==> config.mk <==
export PLATFORM = sky130hd
export DESIGN_NAME = instr_mem_ldr
export DESIGN_NICKNAME = d
export VERILOG_FILES = /design/src/rtl/instr_mem_ldr.sv
export SDC_FILE = /design/constraint.sdc
export NUM_CORES = 1
export LEC_CHECK = 0
export BUFFER_PORTS_ARGS = -buffer_cell sky130_fd_sc_hd__buf_2
export CORE_MARGIN = 2
export CORE_UTILIZATION = 33
export CTS_BUF_LIST = sky130_fd_sc_hd__clkbuf_8
export DETAILED_ROUTE_END_ITERATION = 16
export PLACE_DENSITY_LB_ADDON = 0.05
export SLEW_MARGIN = 25
export SYNTH_ARGS = -nofsm -noshare
export SYNTH_HDL_FRONTEND = slang
export SYNTH_SLANG_ARGS = --single-unit
==> constraint.sdc <==
create_clock -name clk -period 2.9 [get_ports clk]
set_input_delay 0.145 -clock clk [delete_from_list [all_inputs] [get_ports clk]]
set_output_delay 0.145 -clock clk [all_outputs]
set_load 0.01 [all_outputs]
==> src/rtl/instr_mem_ldr.sv <==
// Instruction memory with a power-on clear sweep, a registered 1-cycle fetch port and a
// handshaked program loader. State machine: CLEAR -> RUN <-> LOAD.
module instr_mem_ldr #(
    parameter int unsigned DATA_W     = 16,
    parameter int unsigned ADDR_W     = 16,
    parameter int unsigned DEPTH      = 16,
    parameter int unsigned WORD_SHIFT = 1
) (
    input  logic              clk,
    input  logic              rst_n,
    input  logic              fetch_req,
    input  logic [ADDR_W-1:0] pc,
    output logic [DATA_W-1:0] instr,
    output logic              instr_valid,
    output logic              pc_fault,
    input  logic              load_start,
    input  logic              load_valid,
    input  logic [DATA_W-1:0] load_data,
    input  logic              load_last,
    output logic              load_ready,
    output logic              load_done,
    output logic              busy
);

    localparam int unsigned IDX_W = (DEPTH > 1) ? $clog2(DEPTH) : 1;
    // Wide enough to compare the full word index against DEPTH without truncation.
    localparam int unsigned CMP_W = (ADDR_W > 32) ? ADDR_W : 32;
    // Byte-offset bits inside one word; any of them set means a misaligned pc.
    localparam logic [ADDR_W-1:0] LOW_MASK = ADDR_W'((64'd1 << WORD_SHIFT) - 64'd1);
    localparam logic [IDX_W-1:0]  LAST_IDX = IDX_W'(DEPTH - 1);

    typedef enum logic [1:0] {
        StClear,
        StRun,
        StLoad
    } state_t;

    logic [DATA_W-1:0] r_mem [DEPTH];
    state_t            r_state;
    logic [IDX_W-1:0]  r_clr_ptr;
    logic [IDX_W-1:0]  r_wr_ptr;
    logic [DATA_W-1:0] r_instr;
    logic              r_instr_valid;
    logic              r_pc_fault;
    logic              r_load_done;

    logic [ADDR_W-1:0] w_idx_full;
    logic [CMP_W-1:0]  w_idx_ext;
    logic [IDX_W-1:0]  w_idx;
    logic              w_misalign;
    logic              w_oor;
    logic              w_fault;
    logic              w_fetch;
    logic              w_accept;
    logic              w_load_end;

    // Fetch address decode and load handshake qualification.
    always_comb begin
        w_idx_full = pc >> WORD_SHIFT;
        w_idx_ext  = CMP_W'(w_idx_full);
        w_idx      = w_idx_full[IDX_W-1:0];
        w_misalign = |(pc & LOW_MASK);
        w_oor      = (w_idx_ext >= CMP_W'(DEPTH));
        w_fault    = w_misalign | w_oor;
        w_fetch    = fetch_req && (r_state == StRun);
        w_accept   = load_valid && (r_state == StLoad);
        w_load_end = w_accept && (load_last || (r_wr_ptr == LAST_IDX));
    end

    // Memory write port: zero sweep while clearing, program words while loading.
    always_ff @(posedge clk) begin
        if (r_state == StClear) begin
            r_mem[r_clr_ptr] <= '0;
        end else if (w_accept) begin
            r_mem[r_wr_ptr] <= load_data;
        end
    end

    // Control FSM with registered fetch and load-completion outputs.
    always_ff @(posedge clk or negedge rst_n) begin
        if (!rst_n) begin
            r_state       <= StClear;
            r_clr_ptr     <= '0;
            r_wr_ptr      <= '0;
            r_instr       <= '0;
            r_instr_valid <= 1'b0;
            r_pc_fault    <= 1'b0;
            r_load_done   <= 1'b0;
        end else begin
            r_instr_valid <= w_fetch;
            r_load_done   <= w_load_end;
            // instr and pc_fault hold their value unless a fetch completes.
            if (w_fetch) begin
                r_pc_fault <= w_fault;
                r_instr    <= w_fault ? '0 : r_mem[w_idx];
            end
            unique case (r_state)
                StClear: begin
                    if (r_clr_ptr == LAST_IDX) begin
                        r_clr_ptr <= '0;
                        r_state   <= StRun;
                    end else begin
                        r_clr_ptr <= r_clr_ptr + IDX_W'(1);
                    end
                end
                StRun: begin
                    // A fetch in this same cycle is still served above.
                    if (load_start) begin
                        r_wr_ptr <= '0;
                        r_state  <= StLoad;
                    end
                end
                StLoad: begin
                    if (w_accept) begin
                        r_wr_ptr <= r_wr_ptr + IDX_W'(1);
                        if (w_load_end) begin
                            r_state <= StRun;
                        end
                    end
                end
                default: r_state <= StClear;
            endcase
        end
    end

    assign instr       = r_instr;
    assign instr_valid = r_instr_valid;
    assign pc_fault    = r_pc_fault;
    assign load_done   = r_load_done;
    assign load_ready  = (r_state == StLoad);
    assign busy        = (r_state != StRun);

endmodule
==> results of run 1 <==
area by class of cell:
| class | count | area share |
|---|---|---|
| Multi-Input combinational cell | 229 | 0.203 |
| Tap cell | 448 | 0.0420 |
| Sequential cell | 285 | 0.630 |
| Inverter | 6 | 0.00169 |
| Timing Repair Buffer | 114 | 0.0579 |
| Clock inverter | 40 | 0.0146 |
| Clock buffer | 50 | 0.0515 |
kinds of logic after synthesis:
family | synth area share
fa+ha+maj | 0.00222
simple gates | 0.0375
mux | 0.166
buf+inv | 0.0183
compound gates | 0.0279
xor+xnor | 0.00233
flops | 0.746
power by group:
group / internal (mW) / total [mW] / switching [mW]
clock: 1.69 / 3.28 / 1.59
combinational: 0.705 / 1.92 / 1.22
sequential: 5.36 / 5.59 / 0.231
per-stage QoR:
stage	std cells	hold slack [ns]
after floorplan	546	-0.151
after global placement	1073	0.257
after detailed placement	1073	0.263
after CTS	1172	0.0553
after global routing	1172	0.0910
final	1172	0.0907
critical path, delay by kind of cell:
kind | cells | cell delay [ns]
simple gates | 3 | 0.80
buf+inv | 4 | 1.85
metal layers:
metal  wire [microns]  part of all wire  vias up
li1                 -                 -     2534
met1            12800              0.45     3025
met2            14200              0.49      134
met3             1070             0.037       49
met4              664             0.023        0
met5                0                 0        -
cells in the final DEF, fill, tap and decap left out, types with 11 or more instances in the layout:
| master | synthesis | final |
|---|---|---|
| edfxtp_1 | 256 | 256 |
| buf_2 | 10 | 57 |
| mux4_2 | 50 | 50 |
| clkbuf_8 | 0 | 50 |
| buf_4 | 3 | 45 |
| dfrtp_1 | 29 | 29 |
| mux2_2 | 18 | 18 |
| clkinv_1 | 0 | 18 |
| mux2i_1 | 17 | 17 |
| inv_1 | 6 | 16 |
| and2_1 | 16 | 16 |
| o21ai_1 | 15 | 15 |
| a22oi_1 | 15 | 15 |
| nor2_2 | 0 | 14 |
| mux4_1 | 14 | 14 |
| nand2_1 | 11 | 11 |
timing repair:
action                                  4_1_cts  5_1_grt
hold buffers                                  9        0
buffers inserted                              0        0
hold endpoints to repair                     38        0
endpoints found under the setup margin        0        0
path summary, 6_finish.rpt:
check,slack [ns],startpoint,to,cells after the start
worst max-delay path,0.54,pc[11],pc_fault,7
worst min-delay path,0.09,pc[1],instr[4],3
worst max register to register,0.57,r_state[1],r_mem[15][5],5
worst min register to register,0.50,pc_fault,pc_fault,2
max in group asynchronous,2.17,rst_n,instr[7],2
min in group asynchronous,0.21,rst_n,r_clr_ptr[1],2
registers in the layout, summed over array words and instances, names as in the netlist:
register     flops
load_done        1
instr_valid      1
pc_fault         1
r_wr_ptr         4
instr           16
r_state          2
r_mem          256
r_clr_ptr        4
==> metrics.yaml, run 1 <==
outcome:
  status: "finished clean"
die:
  die_h_microns: 189
  start_util: 0.335
  dieArea_sq_mm: 0.0357
  ios: 59
  core_area_sq_mm: 0.0336
  core.rowCount: 67
  die_w_microns: 189
setup_path:
  critical_path.endpoint_type: "flip-flop"
  cp_slowest_cell: "dlygate4sd3_1"
  slowest_delay_ns: 0.61
  crit_path_frequent_cell: "dlygate4sd3_1"
  worstPathMaxFanout: 3
  crit_required_ns: 3.34
  critPathLaunchType: "input pin"
  cp_data_arrival_time_ns: 2.80
  critPathKind: "input pin to flip-flop"
  path_cells: "dlygate4sd3_1, buf_2, or4_4, dlygate4sd3_1, nor4_4, dlygate4sd3_1, nor2_1"
power:
  max-vdd-ir-drop_mv: 0.352
  leakagePower_nw: 4.67
  p_total_mw: 10.8
  power_density_mw_per_mm2: 808
cts:
  clk_latency_ns: 0.55
  cts_tree: "yes"
  numClockSinks: 285
  cts_buffers: 49
  cts_buffer_depth: 3
  clk_pin_slew_worst_paths_ns: 0.06
  cts-root-buf: "clkbuf_8"
  post_cts_resize_count: 0
  htreeDepth: 2
sta:
  min_period_over_period: 0.815
  finalMaxSlewViolations: 0
  fmax_mhz: 423
  fin_tns_setup_ns: 0
  final.setup.worst_slack_ns: 0.536
  tightest_slew_ns: 0.972
  rsz0062_at_grt: "no"
  hold_viol: 0
  max_slew_margin: 0.352
  setup_viol: 0
  skew_ns: 0.0178
  period_needed_ns: 2.36
grt:
  track_usage: 0.165
  grt_max_degree: 30
  antenna_found_initial: 0
  gr-max-usage-layer: "met2"
  grt_pass1_vias: 6174
  grt_use_met3: 0.0264
  met2_usage: 0.272
  grt.overflow.total: 0
  grt_pass1_wl_microns: 42400
  use_met1: 0.226
logic_synthesis:
  synth_top_cell_area_share: 0.682
  yosysWarnings: 0
  synth.distinct_cells: 42
  synth_edf_count: 256
  synth_top_flop_cell: "edfxtp_1"
  syn-mean-instance-area_sq_um: 20.6
  syn_nets: 586
  async_flop_share: 0.102
  syn_inst: 546
  yosysMostFrequentCell: "edfxtp_1"
  seq_area_frac_synth: 0.746
  synth_area_leaders: "edfxtp_1 (68%), mux4_2 (10%), dfrtp_1 (6.4%), mux4_1 (3.3%), mux2_2 (1.8%)"
  netlist_area_sq_mm: 0.0113
  synth_top_area_cell: "edfxtp_1"
  ys_ff_latch: 285
  synthTopCellsByCount: "edfxtp_1 (256), mux4_2 (50), dfrtp_1 (29), nor2_1 (24), mux2_2 (18)"
layout:
  fill_cells: 3059
  regArea_sq_mm: 0.00841
  multi_input_area_sq_mm: 0.00271
  drive_gt1_frac: 0.356
  utilization: 0.397
  antenna_cells: 0
  num-nets-final: 725
  post-route-cell-area_sq_mm: 0.0134
  syn_to_final_growth_pct: 18.5
placement:
  dpl.hpwl_microns: 18700
  gp_congestion: 0.760
  place_ws_ns: 0.539
  portBuffers: 58
  dpl_cell_area_sq_mm: 0.0124
run:
  cap_violations: 0
routing:
  drc: 0
  wirelength_microns: 28700
  vias_per_cell: 4.90
  wl_per_cell_microns: 24.5
  vias: 5742
  detail-route-antenna-nets: 0
  drtPass1Iterations: 4
  first_iter_violations: 379
worst_hold_path:
  hp-class: "input pin to flip-flop"
Power figures use the tool's default switching activity.
==> run 2, diff against run 1 <==
--- a/config.mk
+++ b/config.mk
@@ -5,6 +5,7 @@
 export SDC_FILE = /design/constraint.sdc
 export NUM_CORES = 1
 export LEC_CHECK = 0
+export ABC_AREA = 1
 export BUFFER_PORTS_ARGS = -buffer_cell sky130_fd_sc_hd__buf_2
 export CORE_MARGIN = 2
 export CORE_UTILIZATION = 33
==> constraint.sdc (replaced) <==
create_clock -name clk -period 2.4 [get_ports clk]
set_input_delay 0.12 -clock clk [delete_from_list [all_inputs] [get_ports clk]]
set_output_delay 0.12 -clock clk [all_outputs]
set_load 0.01 [all_outputs]
==> run 2 against run 1 <==
Effect of this change:
- cell count up 37%
- first-iteration DRC count up 21%
- sequential power up 16%
- register-to-register slack worse by 0.30 ns
- clock-buffer cell count up 3
- critical path depth up 2
- synthesized area up 2.7%
- design area up 3.1%
- clock skew about the same
- hold slack better by 0.038 ns
- flip-flop and latch count unchanged
- largest cell class unchanged
- highest routed layer unchanged
==> metrics.yaml, run 2 <==
setup_path:
  path_cells: "inv_2, nor2_4, nand2_2, inv_2, nand2_1, o21ai_2, nand3_1, nor2_2, buf_12"
  slowest_delay_ns: 0.41
  critical_path.endpoint_type: "flip-flop"
  ff2ff_path_depth: 9
  critPathLaunchType: "flip-flop"
  worstPathMaxFanout: 16
  r2r_slack_ns: 0.27
  cp_slowest_cell: "dfrtp_1"
  crit_path_frequent_cell: "inv_2"
  r2r_end: "r_mem[6][11]"
  cp_data_arrival_time_ns: 2.40
  critPathKind: "flip-flop to flip-flop"
  crit_required_ns: 2.66
  reg2reg_from: "r_state[1]"
layout:
  drive_gt1_frac: 0.168
  largest_reg_flops: 256
  antenna_cells: 0
  fill_cells: 3435
  regMostFlops: "r_mem"
  layout_common_cells: "nand2_1 (309), edfxtp_1 (256), nand3_1 (248)"
  regArea_sq_mm: 0.00841
  syn_to_final_growth_pct: 18.9
  final_common_cell: "nand2_1"
  multi_input_area_sq_mm: 0.00281
  num-nets-final: 1156
power:
  power_density_mw_per_mm2: 923
  p_total_mw: 12.7
  leakagePower_nw: 5.45
  max-vdd-ir-drop_mv: 0.407
logic_synthesis:
  synth_top_area_cell: "edfxtp_1"
  ys_ff_latch: 285
  yosysWarnings: 0
  synth_top_cell_area_share: 0.664
  syn_inst: 1006
  syn_nets: 1046
  seq_area_frac_synth: 0.726
  synth_edf_count: 256
  synth_top_flop_cell: "edfxtp_1"
  netlist_area_sq_mm: 0.0116
  yosysMostFrequentCell: "nand2_1"
  syn-mean-instance-area_sq_um: 11.5
  synth_area_leaders: "edfxtp_1 (66%), nand3_1 (11%), nand2_1 (10%), dfrtp_1 (6.3%), nor2_1 (1.4%)"
  synthTopCellsByCount: "nand2_1 (309), edfxtp_1 (256), nand3_1 (248), nor2_1 (43), inv_1 (33)"
  async_flop_share: 0.102
  synth.distinct_cells: 29
sta:
  whs_ns: 0.128
  hold_viol: 0
  min_period_over_period: 0.889
  period_needed_ns: 2.13
  finalMaxSlewViolations: 0
  skew_ns: 0.0176
  fmax_mhz: 469
  fin_tns_setup_ns: 0
  setup_viol: 0
  max_slew_margin: 0.544
  rsz0062_at_grt: "no"
  tightest_slew_ns: 0.684
die:
  die_h_microns: 191
  die_w_microns: 191
  ios: 59
  core_area_sq_mm: 0.0345
  start_util: 0.335
  core.rowCount: 68
  dieArea_sq_mm: 0.0366
cts:
  cts-root-buf: "clkbuf_8"
  postCtsSetupBuffers: 0
  post_cts_resize_count: 0
  cts_buffers: 50
  clk_pin_slew_worst_paths_ns: 0.06
  numClockSinks: 285
  cts_tree: "yes"
  htreeDepth: 2
  cts_buffer_depth: 3
  clk_latency_ns: 0.56
grt:
  grt_max_degree: 86
  grt_pass1_wl_microns: 51600
  grt_pass1_vias: 7906
  antenna_found_initial: 3
  grt.overflow.total: 0
  track_usage: 0.196
worst_hold_path:
  hold_end: "r_mem[10][7]"
  hold_depth: 4
  hp-class: "input pin to flip-flop"
  hp-start: "load_data[7]"
routing:
  vias_per_cell: 4.84
  first_iter_violations: 459
  drc: 0
  drtPass1Iterations: 5
  vias: 7783
  wirelength_microns: 34900
  wl_per_cell_microns: 21.7
  detail-route-antenna-nets: 0
placement:
  portBuffers: 58
  gp_congestion: 0.765
  dpl.hpwl_microns: 21500
outcome:
  status: "finished clean"
run:
  cap_violations: 0
run 2: cell count changes after synthesis, moves of 8 or more:
cell / previous run / this run
and2_1: 16 / 0
buf_1: 0 / 8
inv_1: 6 / 33
buf_2: 10 / 29
mux2_2: 18 / 0
mux4_1: 14 / 0
nor2_1: 24 / 43
nand3_1: 3 / 248
nand2_1: 11 / 309
mux2i_1: 17 / 0
o21ai_1: 15 / 3
a22oi_1: 15 / 0
mux4_2: 50 / 0
clkbuf_1: 7 / 17
run 2: kinds of logic (layout without fill, tap and decap cells):
group / count (synthesis) / count (layout) / share of synthesized area
buffers and inverters: 95 / 242 / 0.0346
adders and majority gates: 2 / 2 / 0.00216
and+or+nand+nor: 609 / 609 / 0.228
DFF: 285 / 285 / 0.726
AOI/OAI and AO/OA: 14 / 14 / 0.00778
xor gates and xnor gates: 1 / 1 / 0.000756
run 2: worst max-delay path by stage:
stage                     from  slack [ns]           end  depth (start not counted)
global route        r_state[1]        0.12   r_mem[6][0]                          9
global placement    r_state[1]        0.28  r_mem[6][11]                          9
detailed placement  r_state[1]        0.23   r_mem[6][7]                          9
finish              r_state[1]        0.27  r_mem[6][11]                          9
floorplan           r_state[1]        0.17  r_mem[12][0]                          8
CTS                 r_state[1]        0.22   r_mem[6][8]                          9
run 2: where the power goes:
part           internal [mW]  total [mW]  leakage (nW)  switching [mW]
combinational          0.682        2.29          2.19            1.61
sequential              6.28        6.47          2.74           0.192
clock                   2.02        3.95         0.517            1.93
total                   8.98        12.7          5.45            3.73
run 2: final cells by class:
cell class                      instances  area share
Clock inverter                         36      0.0102
Clock buffer                           53      0.0530
Tap cell                              455      0.0413
Multi-Input combinational cell        626       0.204
Timing Repair Buffer                  113      0.0696
Inverter                               40      0.0111
Sequential cell                       285       0.611
run 2: stage by stage:
stage / area [sq um] / setup WS (ns) / util / std cells
4_1_cts: 13800 / 0.220 / 0.399 / 1608
2_1_floorplan: 11600 / 0.169 / - / 1006
5_1_grt: 13800 / 0.119 / 0.399 / 1608
6_report: 13800 / 0.266 / 0.399 / 1608
3_3_place_gp: 12800 / 0.279 / 0.372 / 1513
3_5_place_dp: 12800 / 0.226 / 0.372 / 1513
run 2: what timing repair did:
item | in CTS | in global routing
endpoints found under the hold margin | 51 | 0
hold buffers | 6 | 0
endpoints found under the setup margin | 0 | 0
run 2: routing by layer:
| metal | vias to the layer above | wire (microns) | track usage |
|---|---|---|---|
| met5 | - | 0 | 0 |
| met4 | 0 | 644 | 0.0473 |
| met3 | 45 | 1290 | 0.0281 |
| met2 | 142 | 17800 | 0.342 |
| met1 | 3870 | 15100 | 0.257 |
| li1 | 3726 | - | - |
run 2: critical path, delay by kind of cell (launching register included):
kind,cells,cell delay (ns)
DFF,1,0.41
and+or+nand+nor,5,0.90
buffers and inverters,3,0.41
AOI/OAI and AO/OA,1,0.10
==> run 3, diff against run 2 <==
--- a/config.mk
+++ b/config.mk
@@ -5,7 +5,7 @@
 export SDC_FILE = /design/constraint.sdc
 export NUM_CORES = 1
 export LEC_CHECK = 0
-export ABC_AREA = 1
+export ABC_AREA = 0
 export BUFFER_PORTS_ARGS = -buffer_cell sky130_fd_sc_hd__buf_2
 export CORE_MARGIN = 2
 export CORE_UTILIZATION = 33
==> run 3 against run 2 <==
Effect of this change:
- clock power grew 5.6%
- register-to-register slack gained 0.08 ns
- routed wire length shrank 19%
- maximum frequency grew 4.0%
- critical path depth shrank 4
- non-clock buffer count shrank 5
- sequential power grew 4.6%
- die area shrank 2.6%
- clock-buffer cell count grew 5
- flip-flop and latch count is the same
- power grew 4.7%
- largest power group unchanged
- highest routed layer unchanged
==> metrics.yaml, run 3 (synthesized netlist as in run 1, its figures left out) <==
outcome:
  status: "finished clean"
sta:
  hold_viol: 0
  finalMaxSlewViolations: 0
  setup_viol: 0
  rsz0062_at_grt: "no"
  skew_ns: 0.0235
  period_needed_ns: 2.05
  fin_tns_setup_ns: 0
  final.setup.worst_slack_ns: 0.348
  fmax_mhz: 487
  max_slew_margin: 0.430
  tightest_slew_ns: 0.855
  min_period_over_period: 0.855
layout:
  syn_to_final_growth_pct: 19.5
  regMostFlops: "r_mem"
  post-route-cell-area_sq_mm: 0.0135
  largest_reg_flops: 256
  num-nets-final: 720
  drive_gt1_frac: 0.358
  antenna_cells: 0
  final_common_cell: "edfxtp_1"
  fin_cells: 1169
  layout_common_cells: "edfxtp_1 (256), clkbuf_8 (58), buf_2 (57)"
routing:
  vias: 5699
  detail-route-antenna-nets: 0
  wirelength_microns: 28200
  drc: 0
  wl_per_cell_microns: 24.1
  drtPass1Iterations: 4
  vias_per_cell: 4.88
  first_iter_violations: 350
cts:
  htreeDepth: 2
  cts_buffer_depth: 3
  numClockSinks: 285
  clk_latency_ns: 0.57
  cts-root-buf: "clkbuf_8"
  postCtsSetupBuffers: 0
  clk_pin_slew_worst_paths_ns: 0.06
  cts_buffers: 50
  cts_tree: "yes"
grt:
  antenna_found_initial: 0
  use_met1: 0.223
  grt_pass1_wl_microns: 41500
  grt_use_met3: 0.0291
  grt_pass1_vias: 6241
  met2_usage: 0.264
  gr-max-usage-layer: "met2"
  grt_max_degree: 65
  track_usage: 0.162
  grt.overflow.total: 0
placement:
  portBuffers: 58
  dpl.hpwl_microns: 17800
  gp_congestion: 0.759
  dpl_cell_area_sq_mm: 0.0124
  dpl.cell_count: 1068
  place_ws_ns: 0.351
setup_path:
  worstPathMaxFanout: 16
  critical_path.endpoint_type: "flip-flop"
  critPathKind: "flip-flop to flip-flop"
  critPathLaunchType: "flip-flop"
  ff2ff_path_depth: 5
  r2r_end: "r_mem[3][3]"
  cp_data_arrival_time_ns: 2.27
  r2r_slack_ns: 0.35
  reg2reg_from: "r_state[0]"
  crit_required_ns: 2.62
die:
  core_area_sq_mm: 0.0336
  ios: 59
  die_w_microns: 189
  start_util: 0.335
  dieArea_sq_mm: 0.0357
  core.rowCount: 67
  die_h_microns: 189
power:
  max-vdd-ir-drop_mv: 0.479
  p_total_mw: 13.3
  leakagePower_nw: 4.72
  power_density_mw_per_mm2: 988
run:
  cap_violations: 0
worst_hold_path:
  hold_depth: 3
  hp-start: "load_data[8]"
  hold_end: "r_mem[10][8]"
  hp-class: "input pin to flip-flop"
-- run 3: cell types whose count changed in the layout (fill, tap and decap cells not counted), sizes merged, moves of 16 or more --
cell   previous run  this run
mux4              0        64
and2              0        16
nand2           311        12
nor2             45        24
inv              61        21
mux2i             0        17
nand3           248         3
mux2              0        18
-- run 3: through the flow --
stage               utilization  hold slack, ns
detailed placement        0.370           0.280
floorplan                     -          -0.176
global route              0.401          0.0854
CTS                       0.401          0.0438
finish                    0.401          0.0806
global placement          0.370           0.266
-- run 3: timing repair --
| item | in CTS | in global routing |
|---|---|---|
| gates resized for setup | 0 | 0 |
| hold buffers | 8 | 0 |
| hold endpoints to repair | 38 | 0 |
-- run 3: metal layers --
metal,vias up,part of all wire
li1,2536,-
met1,3000,0.45
met3,56,0.049
met2,107,0.48
met5,-,0
met4,0,0.020
-- run 3: area by class of cell --
cell class,count,area [sq um]
multi-input cells,229,2700
fillers,3028,20100
clock buffers,58,798
repair buffers,108,838
flip-flops and latches,285,8410
well taps,448,561
clock inverters,35,148
inverters,6,22.5
-- run 3: worst max-delay path: stages (launching register included) --
cell and delay [ns]:
dfrtp_1 0.37, and3b_1 0.40, buf_4 0.26, a31oi_1 0.22, nor2_2 0.17, buf_4 0.31
-- run 3: how the worst max path moves through the flow --
stage | depth (start not counted) | from | endpoint | slack [ns]
2_1_floorplan | 6 | r_state[0] | r_mem[5][0] | -0.03
3_3_place_gp | 5 | r_state[0] | r_mem[3][4] | 0.37
3_5_place_dp | 5 | r_state[0] | r_mem[3][8] | 0.35
4_1_cts | 5 | r_state[0] | r_mem[3][3] | 0.33
5_1_grt | 5 | r_state[0] | r_mem[3][3] | 0.19
6_report | 5 | r_state[0] | r_mem[3][3] | 0.35
-- run 3: report_power, final --
part           internal [mW]  switching [mW]  leakage (nW)  total (mW)
clock network           2.20            1.97         0.542        4.17
logic                  0.915            1.45          1.48        2.37
registers               6.48           0.293          2.70        6.77
total                   9.59            3.72          4.72        13.3
